`src/rtl/imem_loader_if.sv`:
```
// Byte-stream input and instruction-memory write port of the boot loader.
// The loader sits on the slave side; the stream source / memory model on the master side.
interface imem_loader_if;
    logic        in_valid;
    logic [7:0]  in_data;
    logic        in_ready;
    logic        write_en;
    logic [9:0]  write_addr;
    logic [31:0] write_data;

    modport master (
        output in_valid, in_data,
        input  in_ready, write_en, write_addr, write_data
    );

    modport slave (
        input  in_valid, in_data,
        output in_ready, write_en, write_addr, write_data
    );
endinterface

```
`src/rtl/imem_loader.sv`:
```
// Boot-time loader: packs a little-endian byte stream into 32-bit words and writes them to imem.
// Define IMEM_LOADER_CHECKSUM_EN to add a trailing XOR checksum byte and the err flag.
module imem_loader #(
    parameter int BASE_ADDR = 0
) (
    input  logic          clk,
    input  logic          rst,
    input  logic          start,
    input  logic [10:0]   word_count,
    input  logic          abort,
    imem_loader_if.slave  bus,
    output logic          busy,
    output logic          done,
    output logic          err
);

`ifdef IMEM_LOADER_CHECKSUM_EN
    typedef enum logic [1:0] {ST_IDLE, ST_LOAD, ST_CSUM, ST_DONE} state_t;
`else
    typedef enum logic [1:0] {ST_IDLE, ST_LOAD, ST_DONE} state_t;
`endif

    localparam logic [9:0] BASE = 10'(BASE_ADDR % 1024);

    state_t      state, state_next;
    logic [10:0] count_q, index_q;
    logic [1:0]  lane_q;
    logic [23:0] part_q;
    logic        write_en_q;
    logic [9:0]  write_addr_q;
    logic [31:0] write_data_q;
    logic        in_ready_d;
    logic        load_go;
    logic        accept;
    logic        last_word;
    logic [10:0] count_clip;

    assign count_clip = (word_count > 11'd1024) ? 11'd1024 : word_count;
    assign accept     = bus.in_valid && in_ready_d;
    assign last_word  = (index_q + 11'd1) == count_q;

    assign bus.in_ready   = in_ready_d;
    assign bus.write_en   = write_en_q;
    assign bus.write_addr = write_addr_q;
    assign bus.write_data = write_data_q;

    // Handshake and status flags are pure state decodes, so they are all 0 in IDLE after reset.
    always_comb begin
`ifdef IMEM_LOADER_CHECKSUM_EN
        in_ready_d = (state == ST_LOAD) || (state == ST_CSUM);
`else
        in_ready_d = (state == ST_LOAD);
`endif
        busy = in_ready_d;
        done = (state == ST_DONE);
    end

    // NOTE: every signal driven here gets a default first so no path can infer a latch.
    always_comb begin
        state_next = state;
        load_go    = 1'b0;
        case (state)
            ST_IDLE, ST_DONE: begin
                if (start) begin
                    load_go = 1'b1;
                    if (count_clip != 11'd0) begin
                        state_next = ST_LOAD;
                    end else begin
`ifdef IMEM_LOADER_CHECKSUM_EN
                        state_next = ST_CSUM;
`else
                        state_next = ST_DONE;
`endif
                    end
                end
            end
            ST_LOAD: begin
                if (abort) begin
                    state_next = ST_IDLE;
                end else if (accept && lane_q == 2'd3 && last_word) begin
`ifdef IMEM_LOADER_CHECKSUM_EN
                    state_next = ST_CSUM;
`else
                    state_next = ST_DONE;
`endif
                end
            end
`ifdef IMEM_LOADER_CHECKSUM_EN
            ST_CSUM: begin
                if (abort) begin
                    state_next = ST_IDLE;
                end else if (accept) begin
                    state_next = ST_DONE;
                end
            end
`endif
            default: state_next = ST_IDLE;
        endcase
    end

    // NOTE: sequential state uses non-blocking assignments so all registers update from pre-edge values.
    always_ff @(posedge clk) begin
        if (rst) begin
            state <= ST_IDLE;
        end else begin
            state <= state_next;
        end
    end

`ifdef IMEM_LOADER_CHECKSUM_EN
    logic [7:0] csum_q;
    logic       err_q;

    always_ff @(posedge clk) begin
        if (rst) begin
            csum_q <= 8'd0;
            err_q  <= 1'b0;
        end else if (load_go) begin
            csum_q <= 8'd0;
            err_q  <= 1'b0;
        end else if (state == ST_LOAD && accept && !abort) begin
            csum_q <= csum_q ^ bus.in_data;
        end else if (state == ST_CSUM && accept && !abort) begin
            err_q <= (csum_q != bus.in_data);
        end
    end

    assign err = err_q;
`else
    assign err = 1'b0;
`endif

    // Word assembly: lanes 0..2 are buffered, the lane-3 byte completes the write directly.
    always_ff @(posedge clk) begin
        if (rst) begin
            count_q      <= 11'd0;
            index_q      <= 11'd0;
            lane_q       <= 2'd0;
            part_q       <= 24'd0;
            write_en_q   <= 1'b0;
            write_addr_q <= 10'd0;
            write_data_q <= 32'd0;
        end else begin
            write_en_q <= 1'b0;
            if (load_go) begin
                count_q <= count_clip;
                index_q <= 11'd0;
                lane_q  <= 2'd0;
            end else if (state == ST_LOAD && abort) begin
                lane_q <= 2'd0;
            end else if (state == ST_LOAD && accept) begin
                if (lane_q == 2'd3) begin
                    write_en_q   <= 1'b1;
                    write_addr_q <= BASE + index_q[9:0];
                    write_data_q <= {bus.in_data, part_q};
                    index_q      <= index_q + 11'd1;
                    lane_q       <= 2'd0;
                end else begin
                    case (lane_q)
                        2'd0:    part_q[7:0]   <= bus.in_data;
                        2'd1:    part_q[15:8]  <= bus.in_data;
                        default: part_q[23:16] <= bus.in_data;
                    endcase
                    lane_q <= lane_q + 2'd1;
                end
            end
        end
    end

endmodule

```
`src/flat_wrapper.sv`:
```
// flat-port wrapper written by rule: the top's interface ports become plain ports
module imem_loader_flat 
#(
    parameter int BASE_ADDR = 0
)
  (clk, rst, start, word_count, abort, busy, done, err, bus_in_valid, bus_in_data, bus_in_ready, bus_write_en, bus_write_addr, bus_write_data);
  imem_loader_if bus_i ();
  input  logic clk;
  input  logic rst;
  input  logic start;
  input  logic [10:0] word_count;
  input  logic abort;
  output logic busy;
  output logic done;
  output logic err;
  input wire logic [$bits(bus_i.in_valid)-1:0] bus_in_valid;
  input wire logic [$bits(bus_i.in_data)-1:0] bus_in_data;
  output wire logic [$bits(bus_i.in_ready)-1:0] bus_in_ready;
  output wire logic [$bits(bus_i.write_en)-1:0] bus_write_en;
  output wire logic [$bits(bus_i.write_addr)-1:0] bus_write_addr;
  output wire logic [$bits(bus_i.write_data)-1:0] bus_write_data;
  assign bus_i.in_valid = bus_in_valid;
  assign bus_i.in_data = bus_in_data;
  assign bus_in_ready = bus_i.in_ready;
  assign bus_write_en = bus_i.write_en;
  assign bus_write_addr = bus_i.write_addr;
  assign bus_write_data = bus_i.write_data;
  imem_loader #(.BASE_ADDR(BASE_ADDR)) u_core (.clk(clk), .rst(rst), .start(start), .word_count(word_count), .abort(abort), .bus(bus_i), .busy(busy), .done(done), .err(err));
endmodule
```
`config.mk`:
```
export PLATFORM = sky130hd
export DESIGN_NAME = imem_loader_flat
export DESIGN_NICKNAME = d
export VERILOG_FILES = /design/src/rtl/imem_loader_if.sv /design/src/rtl/imem_loader.sv /design/src/flat_wrapper.sv
export SDC_FILE = /design/constraint.sdc
export NUM_CORES = 1
export LEC_CHECK = 0
export ABC_CLOCK_PERIOD_IN_PS = 4300
export CAP_MARGIN = 25
export CORE_MARGIN = 2
export CORE_UTILIZATION = 56
export DETAILED_ROUTE_END_ITERATION = 7
export PLACE_DENSITY = 0.91
export SLEW_MARGIN = 20
export SYNTH_ARGS = -nofsm -noshare
export SYNTH_HDL_FRONTEND = slang
export SYNTH_SLANG_ARGS = --single-unit
```
`constraint.sdc`:
```
create_clock -name clk -period 4.3 [get_ports clk]
set_input_delay 0.43 -clock clk [delete_from_list [all_inputs] [get_ports clk]]
set_output_delay 0.43 -clock clk [all_outputs]
set_load 0.05 [all_outputs]
```
==> flow_summary_export.csv, run 1 <==
group,metric,value,unit
timing,min_period,2480,ps
synth,synthAdderAreaFrac,0.0133,
synth,ys_seq_area_frac,0.494,
grt,grt_max_degree,58,
floorplan,dieWidth,86.0,um
synth,ys.flop_type,"dfxtp_1",
power_and_ir_drop,leakage,0.00150,uW
worst_setup_path,r2r_start,"u_core.index_q[0]",
grt,antenna_found_initial,0,
grt,grt_util_all_layers,0.243,
worst_setup_path,r2r_cells,7,
placement,gp_congestion,0.943,
timing,tightest_slew,695,ps
worst_setup_path,crit_fanout,6,
floorplan,num_io_pins,71,
timing,clock.fmax,0.404,GHz
clock_tree,cts_buffers,9,
worst_setup_path,end_kind,"flip-flop",
synth,synth_most_common_cell,"nand2_1",
synth,yosys_warnings,0,
clock_tree,ctsHoldBuffers,0,
synth,synth.area.top_cells,"dfxtp_1 (49%), nand2_1 (11%), a21oi_1 (8.5%)",
placement,numPortBuffers,69,
worst_setup_path,r2r_end,"u_core.state[1]",
synth,ys_ff_latch,93,
timing,slew_violations,0,
timing,setup_viol,0,
synth,synth_top_area_share,0.494,
timing,rsz0062_at_grt,"no",
synth,syn_inst,457,
detailed_routing,first_pass_iters,5,
clock_tree,cts_buffer_depth,2,
clock_tree,cts_tree,"done",
placement,postPlaceCellArea,4450,sq um
final_layout,area_growth,22.9,%
synth,synth_compound_area_frac,0.140,
clock_tree,post_cts_buffers,0,
synth,synthDistinctLibCells,41,
power_and_ir_drop,p_per_area,325,nW/um^2
timing,fin_crit_sh,0.576,
grt,grt_pass1_wl,14200,um
worst_setup_path,crit_type,"reg2reg",
clock_tree,worstSkewPairLatency,360,ps
detailed_routing,vias,3343,
floorplan,rows,29,
synth,syn_nets,485,
power_and_ir_drop,max-vdd-ir-drop,0.000197,V
final_layout,post-route-cell-area,4630,sq um
floorplan,core_area,6420,sq um
worst_setup_path,arrival,2730,ps
final_layout,antenna_cells,0,
synth,synth_area,3770,sq um
timing,setup_tns,0,ps
detailed_routing,ant_nets,0,
detailed_routing,drt_wl_total,8670,um
floorplan,initial_core_util,0.587,
worst_hold_path,min-delay-start,"rst",
synth,avgSynthCellArea,8.25,sq um
grt,grt_pass1_vias,3140,
detailed_routing,dr.first_iter.drc_count,241,
final_layout,nNetsFinal,539,
worst_setup_path,cp.required,4550,ps
detailed_routing,routed_via_density,5.64,
timing,finalHoldViolCount,0,
detailed_routing,drc_errors,0,
clock_tree,cts_sinks,93,
synth,synth_xor_area_frac,0.0465,
worst_setup_path,r2r_slack,1820,ps
floorplan,dieArea,7400,sq um
detailed_routing,avgRoutedWirePerCell,14.6,um
synth,synth_edf_count,0,
worst_hold_path,min_path_cells,2,
final_layout,drive_gt1_frac,0.0523,
placement,dp_hpwl,5960,um
status,outcome,"finished, final reports clean",
timing,max_slew_margin,0.533,
synth,synthMuxAreaShare,0.0239,
clock_tree,h-tree-depth,3,
grt,gr-total-overflow,0,
worst_setup_path,critPathLaunchType,"flip-flop",
floorplan,die_h,86.0,um
synth,ys_top_cells_by_count,"nand2_1 (115), dfxtp_1 (93), a21oi_1 (64), nor2_1 (32), nand3_1 (23)",
clock_tree,cts.clk_slew.worst_paths,90,ps
clock_tree,cts_resized,0,
worst_hold_path,hold_path_class,"in2reg",
synth,synthSimpleGateAreaFrac,0.238,
synth,yosysTopAreaCell,"dfxtp_1",
clock_tree,cts-root-buf,"clkbuf_8",
synth,synth_top_family_by_area,"simple AND/OR/NAND/NOR gates",
timing,fin_skew,10.6,ps
synth,synthArstFlopShare,0,
run,drv_cap,0,
worst_hold_path,holdPathEnd,"u_core.bus.write_addr[9]",
## sequential cells by signal, summed over array words and instances, names as in the netlist
signal,count
u_core.bus.write_addr,10
u_core.bus.write_data,32
u_core.bus.write_en,1
u_core.count_q,11
u_core.index_q,11
u_core.lane_q,2
u_core.part_q,24
u_core.state,2
## layout by cell type, fill, tap and decap left out, drive strengths merged, types with 5 or more instances in the layout
master	count
nand2	115
dfxtp	93
clkdlybuf4s50	68
a21oi	64
nor2	32
nand3	24
xnor2	13
clkbuf	10
mux2i	9
a22o	9
inv	9
o21ai	8
xor2	7
nor3	7
nor4	5
buf	5
## where the power goes
group | internal [uW] | switching [uW]
combinational | 36.8 | 54.0
clock | 230 | 308
sequential | 868 | 7.08
## layout make-up
| cell class | count | area [sq um] |
|---|---|---|
| timing repair buffer | 73 | 716 |
| clock inverter | 6 | 46.3 |
| clock buffer | 10 | 138 |
| inverter | 7 | 26.3 |
| multi-input combinational | 327 | 1750 |
| tap | 77 | 96.3 |
| sequential | 93 | 1860 |
| fill | 486 | 1790 |
## how the worst max path moves through the flow
stage	start	to	slack, ps	depth (start not counted)
2_1_floorplan	u_core.state[0]	u_core.state[0]	1770	6
3_3_place_gp	abort	u_core.index_q[2]	1720	7
3_5_place_dp	abort	u_core.index_q[2]	1650	7
4_1_cts	u_core.index_q[0]	u_core.state[1]	1810	7
5_1_grt	u_core.index_q[0]	u_core.state[1]	1680	7
6_report	u_core.index_q[0]	u_core.state[1]	1820	7
## layer usage
layer  vias to the layer above  share of wire  GRT usage
li1                       1643              -          -
met1                      1557           0.43      0.311
met2                       124           0.49      0.388
met3                        19          0.055     0.0443
met4                         0          0.023      0.136
met5                         -              0          0
## worst max-delay path, stage by stage (launching register included)
cell,delay (ps)
dfxtp_1,460
ha_1,320
nand4_1,240
or3_1,410
and3_1,180
a211oi_1,440
nor3_2,100
o221a_1,240
## cell families after synthesis
| logic type | after synthesis |
|---|---|
| AOI/OAI and AO/OA | 90 |
| and+or+nand+nor | 203 |
| DFF | 93 |
| xor gates and xnor gates | 20 |
| buffers and inverters | 37 |
| other | 1 |
| muxes | 9 |
| adders and majority gates | 4 |
## through the flow
stage               utilization  hold slack [ps]  worst slack (ps)  cells  total power [uW]
CTS                       0.721              451              1810    593              1510
floorplan                     -              431              1770    457               943
global placement          0.693              442              1720    577               981
finish                    0.721              450              1820    593              1500
global route              0.721              465              1680    593              1550
detailed placement        0.693              447              1650    577               985
Note: power is estimated with default switching activity, not from simulation.
==> run 2: changes to the inputs <==
--- a/config.mk
+++ b/config.mk
@@ -5,12 +5,12 @@
 export SDC_FILE = /design/constraint.sdc
 export NUM_CORES = 1
 export LEC_CHECK = 0
-export ABC_CLOCK_PERIOD_IN_PS = 4300
+export ABC_CLOCK_PERIOD_IN_PS = 2250
 export CAP_MARGIN = 25
 export CORE_MARGIN = 2
-export CORE_UTILIZATION = 56
+export CORE_UTILIZATION = 47
 export DETAILED_ROUTE_END_ITERATION = 7
-export PLACE_DENSITY = 0.91
+export PLACE_DENSITY = 0.82
 export SLEW_MARGIN = 20
 export SYNTH_ARGS = -nofsm -noshare
 export SYNTH_HDL_FRONTEND = slang
==> constraint.sdc (replaced) <==
create_clock -name clk -period 2.25 [get_ports clk]
set_input_delay 0.225 -clock clk [delete_from_list [all_inputs] [get_ports clk]]
set_output_delay 0.225 -clock clk [all_outputs]
set_load 0.05 [all_outputs]
==> flow_summary_export.csv, run 2 (synthesis results as in run 1) <==
group,metric,value,unit
grt,gr-usage-met1,0.272,
power_and_ir_drop,internal_power,2180,uW
floorplan,dieWidth,93.5,um
power_and_ir_drop,leakage,0.00158,uW
run,drv_cap,0,
floorplan,initial_core_util,0.485,
final_layout,layout.area.seq,1860,sq um
worst_setup_path,r2r_start,"u_core.index_q[0]",
power_and_ir_drop,p_per_area,599,nW/um^2
clock_tree,h-tree-depth,3,
worst_setup_path,cp.required,2500,ps
final_layout,fill_cells,670,
grt,grt_max_degree,47,
final_layout,final_util,0.622,
grt,grt_pass1_wl,14100,um
clock_tree,cts_buffers,9,
timing,fin_skew,14.4,ps
floorplan,die_h,93.5,um
final_layout,final_cell_mix,"nand2_1 (115), dfxtp_1 (91), clkdlybuf4s50_1 (68), a21oi_1 (64), nor2_1 (32)",
clock_tree,worstSkewPairLatency,360,ps
power_and_ir_drop,p_clk_frac,0.360,
clock_tree,cts_sinks,93,
timing,slew_violations,0,
floorplan,dieArea,8750,sq um
clock_tree,cts_tree,"done",
detailed_routing,drt_wl_total,8580,um
clock_tree,ctsHoldBuffers,0,
final_layout,largest_reg_flops,32,
detailed_routing,vias,3311,
detailed_routing,routed_via_density,5.23,
timing,min_period,2140,ps
worst_setup_path,worstPathCellList,"ha_4 > nand4_1 > or3_1 > and3_1 > a211oi_1 > nor3_2 > o221a_1",
timing,clock.fmax,0.468,GHz
grt,grt_pass1_vias,3084,
worst_hold_path,hold_path_class,"in2reg",
timing,max_slew_margin,0.619,
detailed_routing,drc_errors,0,
placement,gp_congestion,0.855,
timing,finalHoldViolCount,0,
timing,fin_crit_sh,0.950,
detailed_routing,dr.first_iter.drc_count,196,
worst_setup_path,crit_fanout,6,
final_layout,multiInputGateArea,1770,sq um
final_layout,nNetsFinal,554,
timing,setup_ws,112,ps
power_and_ir_drop,total_power,2890,uW
placement,dp_hpwl,6220,um
placement,postPlaceCellArea,4620,sq um
grt,gr-total-overflow,0,
clock_tree,cts.clk_slew.worst_paths,100,ps
worst_setup_path,slowest_delay,440,ps
worst_setup_path,arrival,2380,ps
power_and_ir_drop,p_sw_frac,0.246,
floorplan,num_io_pins,71,
worst_setup_path,crit_type,"reg2reg",
floorplan,rows,32,
detailed_routing,ant_nets,0,
clock_tree,cts_buffer_depth,2,
worst_setup_path,critPathLaunchType,"flip-flop",
power_and_ir_drop,power.share.sequential,0.579,
final_layout,drive_gt1_frac,0.0885,
placement,pre_cts_ws,68.3,ps
final_layout,antenna_cells,0,
detailed_routing,first_pass_iters,4,
power_and_ir_drop,power_switching,711,uW
floorplan,core_area,7770,sq um
status,outcome,"finished, final reports clean",
power_and_ir_drop,p_comb_frac,0.062,
grt,use_met2,0.326,
worst_hold_path,min-delay-start,"rst",
power_and_ir_drop,max-vdd-ir-drop,0.000347,V
final_layout,area_growth,28.1,%
worst_setup_path,end_kind,"flip-flop",
clock_tree,post_cts_buffers,0,
grt,grt-busiest-layer,"met2",
grt,use_met3,0.0411,
grt,grt_util_all_layers,0.204,
detailed_routing,avgRoutedWirePerCell,13.5,um
timing,tightest_slew,570,ps
clock_tree,cts-root-buf,"clkbuf_8",
timing,setup_tns,0,ps
placement,numPortBuffers,69,
timing,setup_viol,0,
worst_setup_path,cp_slowest_cell,"a211oi_1",
worst_setup_path,cp-startpoint,"u_core.index_q[0]",
final_layout,post-route-cell-area,4830,sq um
grt,antenna_found_initial,0,
final_layout,final_common_cell,"nand2_1",
-- run 2: critical path, delay by kind of cell (launching register included) --
family | cells | cell delay, ps
AND/OR/NAND/NOR | 4 | 800
adder cells (fa/ha/maj) | 1 | 190
flip-flops | 1 | 390
AO/OA/AOI/OAI | 2 | 660
-- run 2: path summary, 6_finish.rpt --
| path | endpoint | slack [ps] | cells past startpoint |
|---|---|---|---|
| max | u_core.state[1] | 110 | 7 |
| min | u_core.bus.write_data[13] | 330 | 2 |
| max reg2reg | u_core.state[1] | 110 | 7 |
| min reg2reg | u_core.bus.write_data[17] | 440 | 2 |
-- run 2: final cells by class --
cell class	instances	area share
clock inverter	6	0.0106
tap	102	0.0264
multi-input combinational	327	0.366
sequential	93	0.386
timing repair buffer	88	0.177
clock buffer	10	0.0285
inverter	7	0.00544
-- run 2: power groups by stage --
stage | clock network (uW) | logic [uW] | registers (uW)
6_report | 1040 | 178 | 1670
5_1_grt | 1130 | 191 | 1680
4_1_cts | 1070 | 177 | 1670
3_5_place_dp | 0 | 176 | 1710
3_3_place_gp | 0 | 174 | 1710
2_1_floorplan | 0 | 95.8 | 1710
-- run 2: layer usage --
layer,wire length (um),vias up,share of wire
met5,0,-,0
li1,-,1674,-
met4,167,0,0.019
met2,3980,91,0.46
met3,428,16,0.050
met1,4000,1530,0.47
-- run 2: through the flow --
step	std cells	hold slack, ps
after global routing	633	331
final	633	326
after floorplan	457	334
after CTS	633	313
after global placement	617	442
after detailed placement	617	442
-- run 2: timing repair --
action | CTS | global route
endpoints found under the hold margin | 0 | 0
setup endpoints to repair | 0 | 2
resized for setup | 0 | 5
==> run 3: changes to the inputs <==
--- a/config.mk
+++ b/config.mk
@@ -5,7 +5,7 @@
 export SDC_FILE = /design/constraint.sdc
 export NUM_CORES = 1
 export LEC_CHECK = 0
-export ABC_CLOCK_PERIOD_IN_PS = 2250
+export ABC_CLOCK_PERIOD_IN_PS = 1900
 export CAP_MARGIN = 25
 export CORE_MARGIN = 2
 export CORE_UTILIZATION = 47
==> constraint.sdc (replaced) <==
create_clock -name clk -period 1.9 [get_ports clk]
set_input_delay 0.19 -clock clk [delete_from_list [all_inputs] [get_ports clk]]
set_output_delay 0.19 -clock clk [all_outputs]
set_load 0.05 [all_outputs]
==> flow_summary_export.csv, run 3 (synthesis results as in run 1) <==
group,metric,value,unit
timing,holdWs,86.9,ps
clock_tree,worstSkewPairLatency,360,ps
timing,rsz0062_at_grt,"yes",
worst_setup_path,arrival,2350,ps
worst_setup_path,r2r_start,"u_core.index_q[1]",
detailed_routing,drt_wl_total,9050,um
worst_setup_path,critPathLaunchType,"flip-flop",
final_layout,nNetsFinal,580,
timing,finalHoldViolCount,0,
timing,tightest_slew,660,ps
worst_setup_path,crit_fanout,4,
placement,dp.cells,643,
detailed_routing,routed_via_density,5.08,
clock_tree,ctsHoldBuffers,0,
final_layout,area_growth,33.8,%
timing,fin_skew,13.0,ps
placement,gp_congestion,0.932,
clock_tree,post_cts_buffers,0,
floorplan,dieArea,8750,sq um
status,outcome,"finished with violations",
power_and_ir_drop,leakage,0.00171,uW
floorplan,die_h,93.5,um
grt,antenna_found_initial,0,
floorplan,initial_core_util,0.485,
worst_setup_path,end_kind,"flip-flop",
clock_tree,cts-root-buf,"clkbuf_8",
timing,min_period,2060,ps
floorplan,num_io_pins,71,
clock_tree,cts_tree,"done",
detailed_routing,dr.first_iter.drc_count,174,
run,drv_cap,0,
worst_hold_path,min_path_cells,2,
status,violations,"setup timing",
worst_setup_path,r2r_end,"u_core.state[1]",
clock_tree,cts_sinks,93,
placement,numPortBuffers,69,
final_layout,largest_reg_flops,32,
worst_hold_path,hold_path_class,"in2reg",
floorplan,core_area,7770,sq um
detailed_routing,first_pass_iters,4,
detailed_routing,drc_errors,0,
grt,grt_util_all_layers,0.217,
detailed_routing,ant_nets,0,
timing,clock.fmax,0.486,GHz
timing,fin_crit_sh,1.08,
grt,grt_pass1_vias,3226,
worst_setup_path,cp-startpoint,"u_core.index_q[1]",
floorplan,dieWidth,93.5,um
worst_setup_path,crit_type,"reg2reg",
grt,grt_max_degree,68,
grt,grt_pass1_wl,15100,um
power_and_ir_drop,p_per_area,670,nW/um^2
grt,gr-total-overflow,0,
final_layout,final_cell_mix,"nand2_1 (115), dfxtp_1 (87), clkdlybuf4s50_1 (65), a21oi_1 (64), buf_4 (45)",
placement,dp_hpwl,6610,um
worst_setup_path,r2r_cells,7,
worst_setup_path,cp.required,2200,ps
clock_tree,cts.clk_slew.worst_paths,80,ps
final_layout,post-route-cell-area,5040,sq um
floorplan,rows,32,
final_layout,final_common_cell,"nand2_1",
worst_setup_path,r2r_slack,-160,ps
power_and_ir_drop,max-vdd-ir-drop,0.000370,V
worst_setup_path,cp-endpoint,"u_core.state[1]",
final_layout,antenna_cells,0,
final_layout,layoutNonFillerInstCount,659,
clock_tree,cts_buffer_depth,2,
final_layout,fill_cells,671,
timing,setup_viol,2,
final_layout,layout.area.seq,1870,sq um
detailed_routing,avgRoutedWirePerCell,13.7,um
placement,pre_cts_ws,-182,ps
final_layout,multiInputGateArea,1790,sq um
timing,max_slew_margin,0.560,
clock_tree,cts_buffers,9,
final_layout,drive_gt1_frac,0.145,
clock_tree,h-tree-depth,3,
detailed_routing,vias,3346,
timing,setup_ws,-156,ps
placement,postPlaceCellArea,4850,sq um
timing,slew_violations,0,
[run 3: worst min-delay path by stage]
stage / end / start / slack, ps
4_1_cts: u_core.count_q[10] / rst / 70
6_report: u_core.count_q[10] / rst / 90
3_5_place_dp: u_core.bus.write_data[23] / u_core.part_q[23] / 440
2_1_floorplan: u_core.count_q[4] / word_count[4] / 300
3_3_place_gp: u_core.count_q[10] / rst / 420
5_1_grt: u_core.count_q[10] / rst / 90
[run 3: cell type report]
type	count	share of cell area
sequential	93	0.372
multi-input combinational	327	0.355
timing repair buffer	114	0.209
clock buffer	10	0.0253
tap	102	0.0253
clock inverter	6	0.00893
inverter	7	0.00521
[run 3: routing by layer]
metal	up-vias	share of wire	wire length, um	track usage
li1	1717	-	-	-
met1	1543	0.47	4230	0.296
met2	80	0.48	4320	0.348
met3	6	0.044	402	0.0387
met4	0	0.010	93	0.0761
met5	-	0	0	0
[run 3: through the flow]
stage | utilization | setup TNS, ps | power [uW]
2_1_floorplan | - | -37.1 | 2140
3_3_place_gp | 0.625 | -240 | 2250
3_5_place_dp | 0.625 | -420 | 2250
4_1_cts | 0.648 | -253 | 3410
5_1_grt | 0.649 | -438 | 3510
6_report | 0.649 | -309 | 3380
[run 3: critical path, stage by stage (launching register included)]
cell and delay (ps):
dfxtp_4 380, ha_4 180, xnor2_1 130, a32o_1 210, a2111o_1 380, a2111o_1 340, nor3_2 210, o221a_1 190
[run 3: what timing repair did]
action,4_1_cts,5_1_grt
gates resized for setup,3,4
pin swaps,0,2
setup endpoints to repair,2,2
[run 3: power by group]
part	switching (uW)	internal [uW]	total, uW
logic	128	102	230
registers	16.7	1960	1980
clock network	687	482	1170
